<file path="src/rtl/ps2_host_tx.sv">
// Host-to-device PS/2 transmitter: queues command bytes and clocks them out
// with inhibit, request-to-send, odd parity, stop and ACK check on open-drain pads.
module ps2_host_tx #(
   parameter int FIFO_DEPTH     = 8,
   parameter int INHIBIT_CYCLES = 5000,
   parameter int TIMEOUT_CYCLES = 750000
) (
   input  logic       msoc_clk,
   input  logic       rstn,
   input  logic       tx_valid,
   input  logic [7:0] tx_data,
   output logic       tx_ready,
   input  logic       ps2_clk_i,
   input  logic       ps2_data_i,
   output logic       ps2_clk_oe,
   output logic       ps2_data_oe,
   output logic       rx_inhibit,
   output logic       busy,
   output logic       tx_done,
   output logic       tx_error_no_keyboard_ack,
   output logic [2:0] dbg_state
);
   // Handshake: a byte is taken on any rising edge where tx_valid && tx_ready;
   // tx_valid may be raised without waiting for tx_ready.

   typedef enum logic [2:0] {
      IDLE, INHIBIT, REQ, DATA, PARITY, STOP, WAIT_IDLE
   } state_t;

   localparam int AW   = $clog2(FIFO_DEPTH);
   localparam int CMAX = (TIMEOUT_CYCLES > INHIBIT_CYCLES) ? TIMEOUT_CYCLES : INHIBIT_CYCLES;
   localparam int CW   = $clog2(CMAX + 1);
   localparam logic [CW-1:0] INH_LAST = CW'(INHIBIT_CYCLES);
   localparam logic [CW-1:0] TO_LAST  = CW'(TIMEOUT_CYCLES - 1);

   state_t          state, state_next;
   logic [7:0]      mem [FIFO_DEPTH];
   logic [AW:0]     wr_ptr, rd_ptr;
   logic            empty, full, push, pop;
   logic [CW-1:0]   cyc_cnt;
   logic [7:0]      sr;
   logic            parity, drive_bit, err;
   logic [3:0]      bitcnt;
   logic            clk_s1, clk_sync, clk_sync_q, data_s1, data_sync;
   logic            fall, lines_high, in_frame, timeout;

   always_ff @(posedge msoc_clk) begin
      if (!rstn) begin
         clk_s1     <= 1'b1;
         clk_sync   <= 1'b1;
         clk_sync_q <= 1'b1;
         data_s1    <= 1'b1;
         data_sync  <= 1'b1;
      end else begin
         clk_s1     <= ps2_clk_i;
         clk_sync   <= clk_s1;
         clk_sync_q <= clk_sync;
         data_s1    <= ps2_data_i;
         data_sync  <= data_s1;
      end
   end

   assign fall       = clk_sync_q & ~clk_sync;
   assign lines_high = clk_sync & data_sync;

   assign empty    = (wr_ptr == rd_ptr);
   assign full     = (wr_ptr[AW] != rd_ptr[AW]) && (wr_ptr[AW-1:0] == rd_ptr[AW-1:0]);
   assign tx_ready = ~full;
   assign push     = tx_valid & ~full;

   assign in_frame = (state == REQ) || (state == DATA) || (state == PARITY) || (state == STOP);
   assign timeout  = in_frame && (cyc_cnt == TO_LAST);

   always_comb begin
      state_next  = state;
      ps2_clk_oe  = 1'b0;
      ps2_data_oe = 1'b0;
      pop         = 1'b0;
      tx_done     = 1'b0;
      case (state)
         IDLE: begin
            if (!empty) begin
               state_next = INHIBIT;
               pop        = 1'b1;
            end
         end
         INHIBIT: begin
            ps2_clk_oe = 1'b1;
            // Start bit is asserted for one cycle while the clock is still held low.
            if (cyc_cnt == INH_LAST) begin
               ps2_data_oe = 1'b1;
               state_next  = REQ;
            end
         end
         REQ: begin
            ps2_data_oe = 1'b1;
            if (fall) state_next = DATA;
         end
         DATA: begin
            ps2_data_oe = ~drive_bit;
            if (fall && bitcnt == 4'd8) state_next = PARITY;
         end
         PARITY: begin
            ps2_data_oe = ~drive_bit;
            if (fall) state_next = STOP;
         end
         STOP: begin
            if (fall) state_next = WAIT_IDLE;
         end
         WAIT_IDLE: begin
            if (lines_high) begin
               state_next = IDLE;
               tx_done    = ~err;
            end
         end
         default: state_next = IDLE;
      endcase
      if (timeout) state_next = IDLE;
   end

   always_ff @(posedge msoc_clk) begin
      if (!rstn) begin
         state     <= IDLE;
         wr_ptr    <= '0;
         rd_ptr    <= '0;
         cyc_cnt   <= '0;
         sr        <= '0;
         parity    <= 1'b0;
         drive_bit <= 1'b1;
         bitcnt    <= '0;
         err       <= 1'b0;
      end else begin
         state <= state_next;
         if (push) begin
            mem[wr_ptr[AW-1:0]] <= tx_data;
            wr_ptr              <= wr_ptr + 1'b1;
         end
         if (in_frame) cyc_cnt <= cyc_cnt + 1'b1;
         case (state)
            IDLE: begin
               if (pop) begin
                  rd_ptr  <= rd_ptr + 1'b1;
                  sr      <= mem[rd_ptr[AW-1:0]];
                  parity  <= ~^mem[rd_ptr[AW-1:0]];
                  bitcnt  <= '0;
                  err     <= 1'b0;
                  cyc_cnt <= '0;
               end
            end
            INHIBIT: cyc_cnt <= (cyc_cnt == INH_LAST) ? '0 : cyc_cnt + 1'b1;
            REQ: if (fall) begin
               drive_bit <= sr[0];
               sr        <= sr >> 1;
               bitcnt    <= 4'd1;
            end
            DATA: if (fall) begin
               if (bitcnt == 4'd8) begin
                  drive_bit <= parity;
               end else begin
                  drive_bit <= sr[0];
                  sr        <= sr >> 1;
                  bitcnt    <= bitcnt + 4'd1;
               end
            end
            PARITY: if (fall) drive_bit <= 1'b1;
            STOP:   if (fall && data_sync) err <= 1'b1;
            default: ;
         endcase
         if (timeout) err <= 1'b1;
      end
   end

   assign rx_inhibit               = (state != IDLE);
   assign busy                     = ~empty | (state != IDLE);
   assign tx_error_no_keyboard_ack = err;
   assign dbg_state                = state;

endmodule

</file>
<file path="config.mk">
export PLATFORM = sky130hd
export DESIGN_NAME = ps2_host_tx
export DESIGN_NICKNAME = d
export VERILOG_FILES = /design/src/rtl/ps2_host_tx.sv
export SDC_FILE = /design/constraint.sdc
export NUM_CORES = 1
export LEC_CHECK = 0
export CAP_MARGIN = 30
export CELL_PAD_IN_SITES_DETAIL_PLACEMENT = 1
export CELL_PAD_IN_SITES_GLOBAL_PLACEMENT = 2
export CORE_MARGIN = 8
export CORE_UTILIZATION = 37
export DETAILED_ROUTE_END_ITERATION = 7
export PLACE_DENSITY = 0.81
export SYNTH_ARGS = -nofsm -noshare
export SYNTH_HDL_FRONTEND = slang
export SYNTH_SLANG_ARGS = --single-unit
export TNS_END_PERCENT = 100
</file>
<file path="constraint.sdc">
create_clock -name msoc_clk -period 2.41 [get_ports msoc_clk]
set_clock_uncertainty 0.2 [all_clocks]
set_input_delay 0.482 -clock msoc_clk [delete_from_list [all_inputs] [get_ports msoc_clk]]
set_output_delay 0.482 -clock msoc_clk [all_outputs]
set_load 0.005 [all_outputs]
</file>
=== Word level (Yosys, flattened, before mapping) ===
Memory sizes are Yosys's and may differ from the RTL's. A register that Yosys moved wholly into a read port is not among the register bits.
Index checks and enable logic that the tools add are counted.

* Memories: 1
* RAM bits: 64
* Output and inout bits: 10
* Register bits after elaboration: 51

* Bitwise operators: 10
* Eq/ne operators: 24
* Reductions and logical operators: 20
* Mux-type cells: 43
* Add/sub/neg operators: 4

{| class="wikitable"
|+ Memory list
! name !! words !! width !! rd ports !! clocked after memory_dff !! write ports !! RTL line !! text
|-
| mem || 8 || 8 || 1 || 1 || 1 || 37 || <nowiki>logic [7:0] mem [FIFO_DEPTH];</nowiki>
|}

{| class="wikitable"
|+ Operators by type and width
! operator !! number
|-
| 20-bit two-way mux || 3
|-
| 20-bit case mux with 2 select lines || 1
|-
| 8-bit two-way mux || 4
|-
| 3-bit two-way mux || 9
|-
| 8-bit case mux with 3 select lines || 1
|-
| 3-bit case mux with 7 select lines || 1
|-
| 20-bit by 1-bit adder with 20-bit output (second input constant) || 1
|-
| 20-bit by 13-bit == test with 1-bit output (second input constant) || 1
|-
| 20-bit == test (second input constant) || 1
|-
| 2-bit != test (second input constant) || 9
|-
| 1-bit two-way mux || 16
|-
| 4-bit two-way mux || 4
|-
| 4-bit by 1-bit adder with 4-bit output (second input constant) || 3
|-
| 4-bit case mux with 3 select lines || 1
|-
| 3-bit nonzero test || 4
|-
| 3-bit == test (second input constant) || 3
|-
| 8-bit XNOR reduction || 1
|-
| 7-bit AND reduction || 1
|-
| 3-bit by 2-bit == test with 1-bit output (second input constant) || 2
|-
| 1-bit inverter || 6
|-
| 1-bit case mux with 3 select lines || 2
|-
| 5-bit AND reduction || 1
|-
| 4-bit == test || 1
|-
| 4-bit == test (second input constant) || 1
|-
| other kinds (16) || 24
|}

=== Depth between registers and ports, before layout ===
Gate-level depths: netlist of the first run.

* Depth in word-level cells: 7
* Depth in mapped cells: 9
* Mapped depth without buffers: 8

=== Worst setup path before layout of the first run ===
Ideal clock, no wire load.

* Path kind: register to register
* Start point: register wr_ptr[0]
* End point: memory mem[4][0], enable pin
* Period minus slack after synthesis: 2,498 ps
* Path slack: -88 ps
* Arrival time: 1,915 ps
* Library setup time: 383 ps
* Cell stages (with the launch flop): 8
* Path through: dfxtp_1 -> clkbuf_1 -> xnor2_1 -> nand4_1 -> and2_1 -> clkbuf_1 -> nand3_1 -> nor3_1

* Word-level cells in the longest chain between the ends: 7

{| class="wikitable"
|+ RTL lines
! item !! RTL line !! text
|-
| start: declaration || 38 || <nowiki>logic [AW:0] wr_ptr, rd_ptr;</nowiki>
|-
| start signal: assignment || 136 || <nowiki>wr_ptr <= wr_ptr + 1'b1;</nowiki>
|-
| 3-bit == test || 67 || <nowiki>assign full = (wr_ptr[AW] != rd_ptr[AW]) && (wr_ptr[AW-1:0] == rd_ptr[AW-1:0]);</nowiki>
|-
| 1-bit logical AND || 67 ||
|-
| 1-bit inverter || n/a ||
|-
| named net tx_ready || 12 || <nowiki>output logic tx_ready,</nowiki>
|-
| 1-bit bitwise AND || 69 || <nowiki>assign push = tx_valid & ~full;</nowiki>
|-
| 1-bit two-way mux || 134 || <nowiki>if (push) begin</nowiki>
|-
| 1-bit two-way mux || 122 || <nowiki>if (!rstn) begin</nowiki>
|-
| 1-bit two-way mux (not written as such) || 135 || <nowiki>mem[wr_ptr[AW-1:0]] <= tx_data;</nowiki>
|-
| end: declaration || 37 ||
|}

The timed path passes the listed nets, and every way through them passes these cells.

=== Final worst setup path of the first run ===
* Start point: register cyc_cnt[14]
* End point: output ps2_data_oe

* Word-level cells in the longest chain between the ends: 3

{| class="wikitable"
|+ RTL lines
! item !! RTL line !! text
|-
| start: declaration || 40 || <nowiki>logic [CW-1:0] cyc_cnt;</nowiki>
|-
| start signal: assignment || 138 || <nowiki>if (in_frame) cyc_cnt <= cyc_cnt + 1'b1;</nowiki>
|-
| start signal: assignment || 150 || <nowiki>INHIBIT: cyc_cnt <= (cyc_cnt == INH_LAST) ? '0 : cyc_cnt + 1'b1;</nowiki>
|-
| 20-bit by 13-bit == test with 1-bit output || 90 || <nowiki>if (cyc_cnt == INH_LAST) begin</nowiki>
|-
| 1-bit two-way mux || 90 ||
|-
| 1-bit case mux with 3 select lines || 80 || <nowiki>case (state)</nowiki>
|-
| end: declaration || 16 || <nowiki>output logic ps2_data_oe,</nowiki>
|}

No other way between the ends.

==> results of run 1 <==
## cell type report
class | instances | area, um^2 | area share
clock buffer | 18 | 429 | 0.0620
multi-input combinational | 306 | 2250 | 0.325
inverter | 11 | 41.3 | 0.00597
sequential | 118 | 3020 | 0.437
timing repair buffer | 97 | 806 | 0.116
tap | 180 | 225 | 0.0326
clock inverter | 14 | 140 | 0.0203
## timing repair
item | CTS | global route
setup endpoints to repair | 13 | 7
pin swaps | 11 | 7
gates cloned | 0 | 1
resized for setup | 33 | 13
setup buffers | 7 | 2
## power by group
| group | leakage, nW | switching (mW) | internal (mW) |
|---|---|---|---|
| clock network | 0.276 | 0.976 | 1.44 |
| logic | 1.14 | 1.31 | 1.13 |
| registers | 1.02 | 0.121 | 2.28 |
## per-layer routing
metal  up-vias  wire length (um)  GRT usage  share of wire
met2        82              7070      0.272           0.51
met5         -                 0          0              0
met3        26               496     0.0371          0.036
met4         0               291     0.0814          0.021
met1      1968              6050      0.177           0.44
li1       1888                 -          -              -
## path summary, 6_finish.rpt
path | start | to | slack [ns] | depth (start not counted)
max | cyc_cnt[14] | ps2_data_oe | -0.16 | 6
min | clk_s1 | clk_sync | 0.23 | 1
max reg2reg | cyc_cnt[14] | cyc_cnt[19] | 0.04 | 8
min reg2reg | clk_s1 | clk_sync | 0.23 | 1
## cell usage in the layout (no fill, tap or decap), types with 3 or more instances in the layout
cell type                          n
sky130_fd_sc_hd__buf_4            73
sky130_fd_sc_hd__edfxtp_1         64
sky130_fd_sc_hd__nor2_1           57
sky130_fd_sc_hd__dfxtp_1          41
sky130_fd_sc_hd__nand2_1          31
sky130_fd_sc_hd__a21oi_1          28
sky130_fd_sc_hd__clkbuf_16        18
sky130_fd_sc_hd__clkdlybuf4s50_1  18
sky130_fd_sc_hd__o21ai_0          15
sky130_fd_sc_hd__mux4_2           14
sky130_fd_sc_hd__nand3_1          13
sky130_fd_sc_hd__nand4_1          11
sky130_fd_sc_hd__dfxtp_2          11
sky130_fd_sc_hd__inv_1             9
sky130_fd_sc_hd__nor3_1            9
sky130_fd_sc_hd__o21ai_1           9
sky130_fd_sc_hd__a211oi_1          9
sky130_fd_sc_hd__xnor2_1           9
sky130_fd_sc_hd__nand2b_1          8
sky130_fd_sc_hd__and2_1            6
sky130_fd_sc_hd__ha_1              6
sky130_fd_sc_hd__inv_6             6
sky130_fd_sc_hd__xor2_1            5
sky130_fd_sc_hd__mux2i_1           5
sky130_fd_sc_hd__or3_1             5
sky130_fd_sc_hd__xnor2_2           4
sky130_fd_sc_hd__and3_1            4
sky130_fd_sc_hd__clkinv_4          4
sky130_fd_sc_hd__nand4b_1          3
sky130_fd_sc_hd__mux2i_2           3
sky130_fd_sc_hd__a31oi_1           3
sky130_fd_sc_hd__o21a_1            3
sky130_fd_sc_hd__a311oi_1          3
## registers in the layout (all words and copies together) (netlist names), named ones only
signal / cells
bitcnt: 4
clk_s1: 1
clk_sync: 1
clk_sync_q: 1
cyc_cnt: 20
data_s1: 1
data_sync: 1
dbg_state: 3
drive_bit: 1
mem: 64
parity: 1
rd_ptr: 4
sr: 8
tx_error_no_keyboard_ack: 1
wr_ptr: 4
## through the flow
step | power, mW | instances
2_1_floorplan | 3.81 | 458
3_3_place_gp | 4.62 | 702
3_5_place_dp | 4.68 | 702
4_1_cts | 7.21 | 741
5_1_grt | 7.64 | 744
6_report | 7.27 | 744
## logic make-up after synthesis
family / count (synthesis) / share of synthesized area
adder cells (fa/ha/maj): 6 / 0.0142
AND/OR/NAND/NOR: 166 / 0.154
XOR/XNOR: 19 / 0.0328
AO/OA/AOI/OAI: 88 / 0.106
buffers and inverters: 34 / 0.0302
multiplexers: 27 / 0.0966
flip-flops: 118 / 0.567
==> results.md, run 1 <==
| Result | This run |
|:---|:---|
| Setup WS pre-CTS | -0.278 ns |
| Power density relative to cell area | 1050 nW/um^2 |
| Violations in the final reports | negative setup slack |
| Final sum of negative setup slack | -0.164 ns |
| Number of input and output port buffers inserted | 22 |
| Worst-Skew Late Latency | 0.41 ns |
| Gate count of the mapped netlist | 458 |
| Iteration count of the initial detailed-routing pass | 4 |
| Number of placed I/O pins | 23 |
| Routed vias | 3964 |
| Clock sinks | 118 |
| Static power due to leakage | 2.44 nW |
| Initial antenna violation count | 0 |
| Buffers & Inverters on Critical Path | 1 |
| Top cell type by total area after synthesis | sky130_fd_sc_hd__edfxtp_1 |
| Deepest clock path buffer count | 2 |
| Vias in the first global route | 4240 |
| Pin count of the biggest net entering global routing | 23 |
| Antenna diodes | 0 |
| Worst setup margin | -0.164 ns |
| Placer Congestion | 0.834 |
| Horizontal extent of the die | 136 um |
| Yosys synthesis warning count | 0 |
| Estimated wirelength of the detail-placed design | 9350 um |
| Max rail drop VDD | 0.519 mV |
| Top cells by count, synth | sky130_fd_sc_hd__edfxtp_1 (64), sky130_fd_sc_hd__nor2_1 (59), sky130_fd_sc_hd__dfxtp_1 (54) |
| Cell area after layout | 6920 um^2 |
| Slew Viols, Final | 0 |
| Relative slew slack | 0.671 |
| Post-route ant nets | 0 |
| Sum of overflow across all layers after global routing | 0 |
| Unrepaired setup endpoints after global routing | yes |
| Highest clock rate | 388 MHz |
| Initial cell density of the core | 0.380 |
| Global-route wire length before repair | 22100 um |
| Worst-path fanout max | 2 |
| Final routed DRC violation total | 0 |
| #FFs+latches synth | 118 |
| Clock Root Buffer | sky130_fd_sc_hd__clkbuf_16 |
| Worst Path Required | 1.73 ns |
| Cell area after technology mapping | 5300 um^2 |
| Data arrival time of the critical path | 1.89 ns |
| Util after Layout | 0.496 |
| Hold_buf cts | 0 |
| Number of fill cells | 1486 |
| Ratio of cells with drive above 1 in the final layout | 0.285 |
| Final Setup Violations | 1 |
| Worst min-delay path class | flop to flop |
| Final Hold Violating Endpoints | 0 |
| Predominant post-synthesis flop cell | sky130_fd_sc_hd__edfxtp_1 |
| Placement Cell Area | 6130 um^2 |
| TritonCTS buffer count | 17 |
| CTS clk-pin slew, worst paths | 0.06 ns |
| Top cells by area in the synthesized netlist | sky130_fd_sc_hd__edfxtp_1 (36%), sky130_fd_sc_hd__dfxtp_1 (20%), sky130_fd_sc_hd__mux4_2 (6.0%) |
| Portion of the post-synthesis area used by sequential elements | 0.567 |
| Worst slew pin tran | 0.493 ns |
| Drt total wl | 13900 um |
| Minimum clock period | 2.57 ns |
| Number of nets at the end of the flow | 570 |
| Fraction of synthesis flops using an asynchronous set or reset pin | 0 |
| Tightest hold margin | 0.229 ns |
| Cell class contributing the biggest share of worst-path delay | simple AND/OR/NAND/NOR gates |
| Most frequent cell after synthesis | sky130_fd_sc_hd__edfxtp_1 |
| Clock tree from TritonCTS | built |
| Area growth from synthesis to layout | 30.5% |
| Total GRT Usage | 0.157 |
| Row cnt | 43 |
| Top cell type's share of synthesized area | 0.363 |
| Number of H-tree branching levels | 4 |
| Worst-path cell chain | nor4_2 -> nand4b_1 -> nor4_4 -> a21oi_1 -> o22ai_1 -> buf_2 |
| Count of routing violations after the opening detailed-route iteration | 265 |
| Area of the placeable core | 13900 um^2 |
| Die boundary height | 136 um |
| Wire length per cell | 18.7 um |
| Outcome | finished, violations left |
| Avg Vias per Cell | 5.33 |
| Number of flops mapped to enable cells by yosys | 64 |
| Critical path type | flop to primary output |
| Critical path launch point type | flop |
| Max stage delay cell, worst path | sky130_fd_sc_hd__dfxtp_2 |
| Number of maximum-capacitance constraint violations | 0 |
| Total Die Area | 18400 um^2 |
| Synthesized area divided by synthesized cell count | 11.6 um^2 |
| Net count after synthesis | 477 |
| Worst Setup End Kind | primary output |
| Final clock period utilization by the worst path | 1.07 |
| Library cells used by synthesis | 56 |
| Max stage delay on crit path | 0.33 ns |
Note: power is estimated with default switching activity, not from simulation.
==> inputs of run 2 (changes only) <==
PLACE_DENSITY = default   (was 0.81)
PLACE_DENSITY_LB_ADDON = 0.1   (was default)
==> run 2 against run 1 <==
Net effect: the flow still finishes with violations (negative setup slack); first-iteration DRC count shrank 23%; critical path depth is the same; final cell count grew 0.94%; clock power grew 2%; register-to-register slack lost 0.10 ns; power grew 3.9%; hold slack lost 0.015 ns; core utilization grew 1.4 points; largest cell class unchanged.
==> results.md, run 2 (synthesis gave the netlist of run 1 again) <==
| Result | This run |
|:---|:---|
| Violations in the final reports | negative setup slack |
| Total GRT Usage | 0.160 |
| Cell class contributing the biggest share of worst-path delay | simple AND/OR/NAND/NOR gates |
| Final clock period utilization by the worst path | 1.06 |
| Estimated wirelength of the detail-placed design | 9540 um |
| Global-route wire length before repair | 22500 um |
| Max stage delay cell, worst path | sky130_fd_sc_hd__dfxtp_2 |
| Util after Layout | 0.510 |
| Die boundary height | 136 um |
| Clock tree from TritonCTS | built |
| Worst-path cell chain | nor4_4 -> nand4b_1 -> nor4_2 -> a21oi_1 -> o22ai_1 -> buf_2 |
| Top sig layer | met4 |
| Count of routing violations after the opening detailed-route iteration | 204 |
| CTS clk-pin slew, worst paths | 0.06 ns |
| Total Die Area | 18400 um^2 |
| Routed vias | 3934 |
| Hold_buf cts | 0 |
| Ratio of cells with drive above 1 in the final layout | 0.315 |
| Commonest non-fill, non-tap cell in the layout | sky130_fd_sc_hd__buf_4 |
| Vias in the first global route | 4187 |
| Static power due to leakage | 2.52 nW |
| Flip-flop count of the largest register, all copies and words added | 64 |
| Max stage delay on crit path | 0.34 ns |
| Critical path launch point type | flop |
| Minimum clock period | 2.55 ns |
| Horizontal extent of the die | 136 um |
| Buffers & Inverters on Critical Path | 1 |
| Final Hold Violating Endpoints | 0 |
| Slew Viols, Final | 0 |
| Pin count of the biggest net entering global routing | 34 |
| Clock Root Buffer | sky130_fd_sc_hd__clkbuf_16 |
| Outcome | finished, violations left |
| Final routed DRC violation total | 0 |
| Worst-Skew Late Latency | 0.41 ns |
| Number of nets at the end of the flow | 577 |
| Iteration count of the initial detailed-routing pass | 4 |
| Data arrival time of the critical path | 1.87 ns |
| Avg Vias per Cell | 5.24 |
| DR WL met3 | 393 um |
| Final Setup Violations | 11 |
| Area of the placeable core | 13900 um^2 |
| TritonCTS buffer count | 17 |
| Worst R2R Path Depth | 9 |
| Max rail drop VDD | 0.454 mV |
| Final sum of negative setup slack | -0.443 ns |
| Worst reg2reg path startpoint | cyc_cnt[19] |
| Length of routed met2 wiring | 7060 um |
| Drt total wl | 14100 um |
| Number of H-tree branching levels | 4 |
| Hold_sp | data_s1 |
| Worst-path fanout max | 2 |
| Placer Congestion | 0.751 |
| M1 wire length | 6340 um |
| Clock sinks | 118 |
| WP depth | 6 |
| Row cnt | 43 |
| Tightest hold margin | 0.213 ns |
| Relative slew slack | 0.709 |
| Highest clock rate | 392 MHz |
| Antenna diodes | 0 |
| Initial cell density of the core | 0.380 |
| Number of maximum-capacitance constraint violations | 0 |
| Worst setup margin | -0.138 ns |
| Post-route ant nets | 0 |
| Power density relative to cell area | 1060 nW/um^2 |
| Sum of overflow across all layers after global routing | 0 |
| Worst Path Required | 1.73 ns |
| Deepest clock path buffer count | 2 |
| Worst slew pin tran | 0.436 ns |
| Worst Setup End Kind | primary output |
| Unrepaired setup endpoints after global routing | yes |
| Number of input and output port buffers inserted | 22 |
| Most used cells in the layout excluding fill and tap cells | sky130_fd_sc_hd__buf_4 (74), sky130_fd_sc_hd__edfxtp_1 (64), sky130_fd_sc_hd__nor2_1 (57), sky130_fd_sc_hd__dfxtp_1 (49), sky130_fd_sc_hd__nand2_1 (31) |
| Worst min-delay path class | flop to flop |
| Area growth from synthesis to layout | 34.1% |
| Origin of the worst setup path | cyc_cnt[19] |
| Critical path type | flop to primary output |
| Wire length per cell | 18.7 um |
| Initial antenna violation count | 0 |
| Hold Path Stages | 1 |
| Number of placed I/O pins | 23 |
run 2: cell types whose count changed in the layout (fill, tap and decap cells not counted), moves of 3 or more:
cell / change
sky130_fd_sc_hd__buf_6: +3
sky130_fd_sc_hd__nor3_2: +4
sky130_fd_sc_hd__a21oi_2: +3
sky130_fd_sc_hd__dfxtp_2: -6
sky130_fd_sc_hd__dfxtp_1: +8
sky130_fd_sc_hd__nor3_1: -3
sky130_fd_sc_hd__o21ai_1: -3
sky130_fd_sc_hd__o21ai_2: +4
sky130_fd_sc_hd__buf_12: +3
run 2: layer usage:
| metal | vias to the layer above | GRT usage |
|---|---|---|
| li1 | 1898 | - |
| met1 | 1962 | 0.195 |
| met2 | 55 | 0.267 |
| met3 | 19 | 0.0364 |
| met4 | 0 | 0.0697 |
| met5 | - | 0 |
run 2: area by class of cell:
| class | count | area [um^2] |
|---|---|---|
| Sequential cell | 118 | 3010 |
| Tap cell | 180 | 225 |
| Inverter | 11 | 41.3 |
| Timing Repair Buffer | 104 | 890 |
| Multi-Input combinational cell | 306 | 2360 |
| Clock buffer | 17 | 425 |
| Fill cell | 1480 | 6830 |
| Clock inverter | 15 | 153 |
run 2: final timing paths:
path / slack [ns] / to
max: -0.14 / ps2_data_oe
min: 0.21 / data_sync
max reg2reg: -0.06 / cyc_cnt[5]
min reg2reg: 0.21 / data_sync
run 2: repair_timing:
action | CTS | global route
gates cloned | 0 | 1
pin swaps | 8 | 19
resized for setup | 17 | 53
setup buffers | 2 | 12
setup endpoints to repair | 4 | 23
run 2: metrics by stage:
step           power (mW)  area [um^2]  worst slack (ns)  std cells
2_1_floorplan        3.81         5300           -0.0883        458
3_3_place_gp         4.71         6170            -0.335        705
3_5_place_dp         4.76         6170            -0.337        705
4_1_cts              7.27         6790            -0.193        738
5_1_grt              7.94         7110            -0.297        751
6_report             7.56         7110            -0.138        751
run 2: where the power goes:
group | switching (mW) | total (mW) | leakage (nW) | internal (mW)
Clock | 0.937 | 2.46 | 0.277 | 1.52
Sequential | 0.0988 | 2.37 | 1.02 | 2.28
Combinational | 1.49 | 2.72 | 1.22 | 1.24
